<file path="config.mk">
export PLATFORM = sky130hd
export DESIGN_NAME = pc_sequencer
export DESIGN_NICKNAME = d
export VERILOG_FILES = /design/src/rtl/pc_sequencer.sv
export SDC_FILE = /design/constraint.sdc
export NUM_CORES = 1
export LEC_CHECK = 0
export BUFFER_PORTS_ARGS = -buffer_cell sky130_fd_sc_hd__clkbuf_2
export CAP_MARGIN = 20
export CORE_ASPECT_RATIO = 0.9
export CORE_MARGIN = 10
export CORE_UTILIZATION = 40
export DETAILED_ROUTE_END_ITERATION = 10
export GPL_TIMING_DRIVEN = 0
export PLACE_DENSITY = 0.7
export SLEW_MARGIN = 10
export SYNTH_ARGS = -nofsm -noshare
export SYNTH_HDL_FRONTEND = slang
export SYNTH_SLANG_ARGS = --single-unit
</file>
<file path="constraint.sdc">
create_clock -name clk -period 2.1 [get_ports clk]
set_input_delay 0.42 -clock clk [delete_from_list [all_inputs] [get_ports clk]]
set_output_delay 0.42 -clock clk [all_outputs]
set_load 0.1 [all_outputs]
</file>
<file path="src/rtl/pc_sequencer.sv">
// pc_sequencer: program-counter sequencer for the single-cycle core.
// It holds the current fetch address. Each cycle the PC does one of these:
// advance by STEP, take a branch/jump redirect, return through an optional
// return-address stack (RAS), stall, or halt.
//
// Optional feature macro: PC_SEQ_RAS_EN. When it is defined, a RAS of
// RAS_DEPTH entries is built. When it is undefined, call and ret are
// ignored, ras_empty is tied to 1 and the RAS flags are tied to 0.
//
// Ports:
//   clk, reset        rising-edge clock, synchronous active-high reset
//   stall             hold the PC this cycle
//   halt              enter HALTED (only from RUN, and only when not stalled)
//   branch_valid      redirect to branch_target (also resumes from HALTED)
//   branch_target     redirect address, used unmasked
//   call              qualifies a branch as a call (pushes cur_pc+STEP)
//   ret               return to the RAS top
//   cur_pc            registered current PC
//   next_pc           combinational value cur_pc takes at the next edge
//   halted            registered, high in HALTED
//   ras_empty         registered, RAS holds no entries
//   ras_overflow      registered pulse: a push discarded the oldest entry
//   ras_underflow     registered pulse: ret with an empty RAS
module pc_sequencer #(
  parameter int               WIDTH        = 32,
  parameter logic [WIDTH-1:0] RESET_VECTOR = '0,
  parameter int               STEP         = 4,
  parameter int               RAS_DEPTH    = 4
) (
  input  logic             clk,
  input  logic             reset,
  input  logic             stall,
  input  logic             halt,
  input  logic             branch_valid,
  input  logic [WIDTH-1:0] branch_target,
  input  logic             call,
  input  logic             ret,
  output logic [WIDTH-1:0] cur_pc,
  output logic [WIDTH-1:0] next_pc,
  output logic             halted,
  output logic             ras_empty,
  output logic             ras_overflow,
  output logic             ras_underflow
);

  localparam logic [WIDTH-1:0] STEP_W = WIDTH'(STEP);

  typedef enum logic [0:0] {RUN = 1'b0, HALTED = 1'b1} state_e;

  state_e           state_q, state_d;
  logic [WIDTH-1:0] pc_q, pc_d;
  logic [WIDTH-1:0] pc_inc;
  logic             push, pop;
  logic             ovf_d, unf_d;

`ifdef PC_SEQ_RAS_EN
  localparam int PW = (RAS_DEPTH > 1) ? $clog2(RAS_DEPTH) : 1;
  localparam int CW = $clog2(RAS_DEPTH + 1);

  // The stack is a circular buffer. wr_ptr points at the next free slot.
  // When the stack is full, that slot holds the oldest entry, so a push
  // overwrites the oldest entry without any extra logic.
  logic [RAS_DEPTH-1:0][WIDTH-1:0] ras_q, ras_d;
  logic [PW-1:0]                   wr_ptr_q, wr_ptr_d, top_idx, ptr_inc;
  logic [CW-1:0]                   cnt_q, cnt_d;
  logic                            empty_q, empty_d;
  logic                            ovf_q, unf_q;
  logic [WIDTH-1:0]                ras_top;

  assign top_idx = (wr_ptr_q == '0) ? PW'(RAS_DEPTH - 1) : wr_ptr_q - 1'b1;
  assign ptr_inc = (wr_ptr_q == PW'(RAS_DEPTH - 1)) ? '0 : wr_ptr_q + 1'b1;
  assign ras_top = ras_q[top_idx];
`endif

  assign pc_inc = pc_q + STEP_W;

  always_comb begin
    pc_d    = pc_inc;
    state_d = state_q;
    push    = 1'b0;
    pop     = 1'b0;
    ovf_d   = 1'b0;
    unf_d   = 1'b0;
    case (state_q)
      RUN: begin
        if (stall) begin
          pc_d = pc_q;
        end else begin
          if (halt) state_d = HALTED;
`ifdef PC_SEQ_RAS_EN
          push = branch_valid & call;
          if (ret && !empty_q) begin
            pc_d = ras_top;
            pop  = 1'b1;
          end else begin
            unf_d = ret;
            if (branch_valid) pc_d = branch_target;
          end
`else
          if (branch_valid) pc_d = branch_target;
`endif
        end
      end
      HALTED: begin
        // Only a redirect leaves HALTED. All other requests are ignored.
        if (branch_valid) begin
          pc_d    = branch_target;
          state_d = RUN;
        end else begin
          pc_d = pc_q;
        end
      end
      default: begin
        pc_d    = RESET_VECTOR;
        state_d = RUN;
      end
    endcase
  end

`ifdef PC_SEQ_RAS_EN
  always_comb begin
    ras_d    = ras_q;
    wr_ptr_d = wr_ptr_q;
    cnt_d    = cnt_q;
    if (push && pop) begin
      // Tail call: the pushed return address replaces the popped slot.
      ras_d[top_idx] = pc_inc;
    end else if (push) begin
      ras_d[wr_ptr_q] = pc_inc;
      wr_ptr_d        = ptr_inc;
      if (cnt_q != CW'(RAS_DEPTH)) cnt_d = cnt_q + 1'b1;
    end else if (pop) begin
      wr_ptr_d = top_idx;
      cnt_d    = cnt_q - 1'b1;
    end
    empty_d = (cnt_d == '0);
  end

  // Stack data needs no reset. The pointer and count make stale entries
  // unreachable.
  always_ff @(posedge clk) ras_q <= ras_d;

  always_ff @(posedge clk) begin
    if (reset) begin
      wr_ptr_q <= '0;
      cnt_q    <= '0;
      empty_q  <= 1'b1;
      ovf_q    <= 1'b0;
      unf_q    <= 1'b0;
    end else begin
      wr_ptr_q <= wr_ptr_d;
      cnt_q    <= cnt_d;
      empty_q  <= empty_d;
      ovf_q    <= push & ~pop & (cnt_q == CW'(RAS_DEPTH));
      unf_q    <= unf_d;
    end
  end

  assign ras_empty     = empty_q;
  assign ras_overflow  = ovf_q;
  assign ras_underflow = unf_q;
`else
  logic unused_ras;
  assign unused_ras    = ^{call, ret, push, pop, ovf_d, unf_d};
  assign ras_empty     = 1'b1;
  assign ras_overflow  = 1'b0;
  assign ras_underflow = 1'b0;
`endif

  always_ff @(posedge clk) begin
    if (reset) begin
      state_q <= RUN;
      pc_q    <= RESET_VECTOR;
    end else begin
      state_q <= state_d;
      pc_q    <= pc_d;
    end
  end

  assign cur_pc  = pc_q;
  assign next_pc = reset ? RESET_VECTOR : pc_d;
  assign halted  = (state_q == HALTED);

endmodule

</file>
==> impl_metrics.toml, run 1 <==
[logic_synthesis]
yosysUniqueCellTypes = 46
synth-warning-count = 0
ys_ff_latch = 33
synth_seq_area_share = 0.307
synth_ff_type = "dfxtp_1"
synthCells = 288
syn-cell-area_sq_um = 2150
synth_enable_flop_cells = 0
avgSynthCellArea_sq_um = 7.47
async_flop_share = 0

[placement]
pre_cts_ws_ns = -0.966
io_buffers = 100
gp_congestion = 0.914
dp_hpwl_mm = 7.21

[timing]
postGrtWorstEndpoint = "next_pc[17]"
worst_endpoint_kind = "output port"

[status]
firstError = "[ERROR DPL-0038] Utilization greater than 100%, impossible to legalize"
status = "did not finish"
stop_stage = "global routing"

[floorplanning]
die_h_um = 89.6
row_count = 25
initial_utilization = 0.412
ios = 107
die_w_um = 97.3

[clocking]
cts-root-buf = "clkbuf_8"
ctsHoldBuffers = 0
htreeDepth = 2
cts_inserted_buffers = 5
clk_path_buf_depth = 2
cts.sinks = 33

[grt]
grt_max_degree = 11
[cell usage after synthesis, drive strengths merged, types with 4 or more instances]
library cell / instances / area, sq um
dfxtp: 33 / 661
nor2: 29 / 109
nand2: 27 / 101
nor3: 21 / 105
a21oi: 17 / 85.1
mux2i: 15 / 150
o22ai: 15 / 93.8
clkbuf: 14 / 52.6
o21ai: 13 / 65.1
a211oi: 12 / 90.1
nand4: 12 / 81.3
nand3: 9 / 50.1
buf: 7 / 40.0
nor4: 7 / 50.1
or3: 7 / 43.8
and4: 5 / 43.8
inv: 5 / 18.8
and3: 4 / 25.0
[kinds of logic after synthesis]
family	share of synthesized area
muxes	0.0750
AOI/OAI and AO/OA	0.246
and+or+nand+nor	0.311
DFF	0.307
other	0.00349
buffers and inverters	0.0518
adders and majority gates	0.00582
[metrics by stage]
stage	area (sq um)	hold WS (ns)	cells
global placement	3520	0.488	456
CTS	4900	0.346	509
detailed placement	3540	0.498	457
floorplan	2940	0.550	289
[timing repair]
action	in CTS
pin swaps	33
cloned	2
setup buffers	44
setup endpoints to repair	35
resized for setup	170
==> run 2: changes to the inputs <==
- CORE_ASPECT_RATIO: 0.9 -> not set
- CORE_UTILIZATION: 40 -> 25
- PLACE_DENSITY: 0.7 -> not set
- PLACE_DENSITY_LB_ADDON: not set -> 0.15
- clock period: 2.1 -> 2.7 ns (I/O delays scaled with it)
==> impl_metrics.toml, run 2 <==
[drt]
vias = 2957
avgRoutedWirePerCell_um = 20.6
drc_errors = 0
via_per_inst = 5.45
routed_wl_mm = 11.2
detail_route.iter0.violations = 165
drtAntennaViolNets = 0
first_pass_iters = 5

[clocking]
cts_inserted_buffers = 5
cts-root-buf = "clkbuf_8"
cts.sinks = 33
cts_tree = "yes"
clk_path_buf_depth = 2
htreeDepth = 2
clk_pin_slew_ns = 0.08
ctsHoldBuffers = 0
clkLatencyLatePin_ns = 0.30

[critical_path]
worstPathArrival_ns = 2.43
crit_type = "reg -> out"
cpPeakStageDelay_ns = 0.55
end_kind = "output port"
slowest_stage = "or4_4"
critPathMaxFanout = 5
required_ns = 2.16
worstPathCellList = "nand4_4 -> or4_4 -> buf_12 -> or4b_4 -> a21oi_4 -> nor3_4 -> clkbuf_16"
startpoint_type = "flop"

[grt]
antenna_found_initial = 0
track_usage = 0.171
grt_pass1_vias = 3006
grt_pass1_wl_mm = 17.5
grt_overflow = 0
grt_max_degree = 12

[floorplanning]
die_area_sq_um = 12700
ios = 107
core_area_sq_um = 8300
row_count = 33
initial_utilization = 0.259
die_w_um = 113
die_h_um = 113

[timing]
max_clock_freq_mhz = 337
slew_headroom = 0.553
setup_ws_ns = -0.267
fin_skew_ns = 0.00469
rsz0062_at_grt = "yes"
worstMarginPinSlew_ns = 0.670
min_period_over_period = 1.10
hold_viol_final = 0
tns_ns = -2.61
period_needed_ns = 2.97
slew_viol_final = 0
setup_viol_count_final = 17

[pwr]
switchingPower_uw = 1120
p_leak_uw = 0.00181
comb_power_share = 0.519
design_power_total_uw = 2270
switching_share = 0.495
p_seq_frac = 0.254
vdd_drop_max_v = 0.000278
p_clk_frac = 0.227
intPower_uw = 1140
p_per_area_nw_per_um2 = 499

[logic_synthesis]
synth_seq_area_share = 0.307
yosysTopAreaCell = "dfxtp_1"
syn-cell-area_sq_um = 2150
synth-warning-count = 0
synth.most_common_cell = "dfxtp_1"
ys_ff_latch = 33
avgSynthCellArea_sq_um = 7.47
synth_ff_type = "dfxtp_1"
async_flop_share = 0
synth_common_cells = "33 x dfxtp_1, 29 x nor2_1, 27 x nand2_1"
yosys-top-cells-area = "dfxtp_1 31%, mux2i_1 7.0%, nor2_1 5.1%, nor3_1 4.9%, nand2_1 4.7%"
yosysUniqueCellTypes = 46
synth_enable_flop_cells = 0
synth_top_area_frac = 0.307
synthCells = 288

[worst_hold_path]
min-delay-path-class = "in -> reg"

[placement]
dp_hpwl_mm = 7.90
io_buffers = 100
gp_congestion = 0.841
pre_cts_ws_ns = -0.486
place_area_sq_um = 3510

[cells_and_area]
fillCellCount = 785
postLayoutCellArea_sq_um = 4550
layout-drive-gt1-share = 0.646
multi_input_area_sq_um = 2100
regArea_sq_um = 747
areaGrowthSynthToFinish_pct = 111
largest_reg_flops = 32
layout_common_cells = "72 x clkbuf_2, 41 x buf_4, 26 x nand2_1"
num_antenna_cells = 0
final_common_cell = "clkbuf_2"
layout.nets = 477

[flow_run]
max_cap_violations = 0

[status]
status = "finished with violations"
violations = "setup timing"
run 2: worst max-delay path: cells and delay by family, from the launching register on:
kind | cells | cell delay (ns)
flip-flops | 1 | 0.37
AO/OA/AOI/OAI | 1 | 0.16
AND/OR/NAND/NOR | 4 | 1.20
buffers and inverters | 2 | 0.38
run 2: path summary, 6_finish.rpt:
check	startpoint	to	slack, ns	cells after the start
setup / recovery	cur_pc[10]$_DFF_P_	next_pc[17]	-0.27	7
hold / removal	halt	halted$_SDFF_PP0_	0.45	3
setup reg to reg	cur_pc[10]$_DFF_P_	cur_pc[17]$_DFF_P_	0.67	6
hold reg to reg	cur_pc[1]$_DFF_P_	cur_pc[1]$_DFF_P_	0.52	2
run 2: power groups by stage:
stage                     sequential, uW  clock [uW]  combinational [uW]
after floorplan                      858           0                 559
after detailed placement             603           0                 993
after global routing                 584         542                1220
after global placement               601           0                 984
final                                577         515                1180
after CTS                            575         527                1160
run 2: kinds of logic after synthesis:
kind of cell	Yosys count	share of synthesized area
muxes	16	0.0750
AOI/OAI and AO/OA	81	0.246
adders and majority gates	1	0.00582
DFF	33	0.307
buffers and inverters	26	0.0518
other	2	0.00349
and+or+nand+nor	129	0.311
run 2: layer usage:
layer | vias to the layer above | track usage | routed length (um) | part of all wire
met5 | - | 0 | 0 | 0
met4 | 0 | 0.0406 | 223 | 0.020
met1 | 1419 | 0.221 | 4890 | 0.44
li1 | 1394 | - | - | -
met3 | 19 | 0.0475 | 786 | 0.070
met2 | 125 | 0.276 | 5300 | 0.47
run 2: per-stage QoR:
| step | hold slack (ns) | instances | utilization |
|---|---|---|---|
| 3_5_place_dp | 0.514 | 496 | 0.423 |
| 3_3_place_gp | 0.499 | 494 | 0.419 |
| 4_1_cts | 0.450 | 535 | 0.534 |
| 5_1_grt | 0.494 | 543 | 0.548 |
| 2_1_floorplan | 0.670 | 289 | - |
| 6_report | 0.452 | 543 | 0.548 |
run 2: area by class of cell:
type                            count  area share
Buffer                             21      0.0388
Clock buffer                        7      0.0261
Clock inverter                      1     0.00110
Inverter                            5     0.00550
Multi-Input combinational cell    230       0.461
Sequential cell                    33       0.164
Tap cell                          105      0.0289
Timing Repair Buffer              141       0.274
run 2: timing repair:
action	4_1_cts	5_1_grt
endpoints found under the hold margin	0	0
gates resized for setup	106	29
pin swaps	12	8
buffers inserted	30	9
endpoints found under the setup margin	31	31
cloned	1	0
Power figures use the tool's default switching activity.
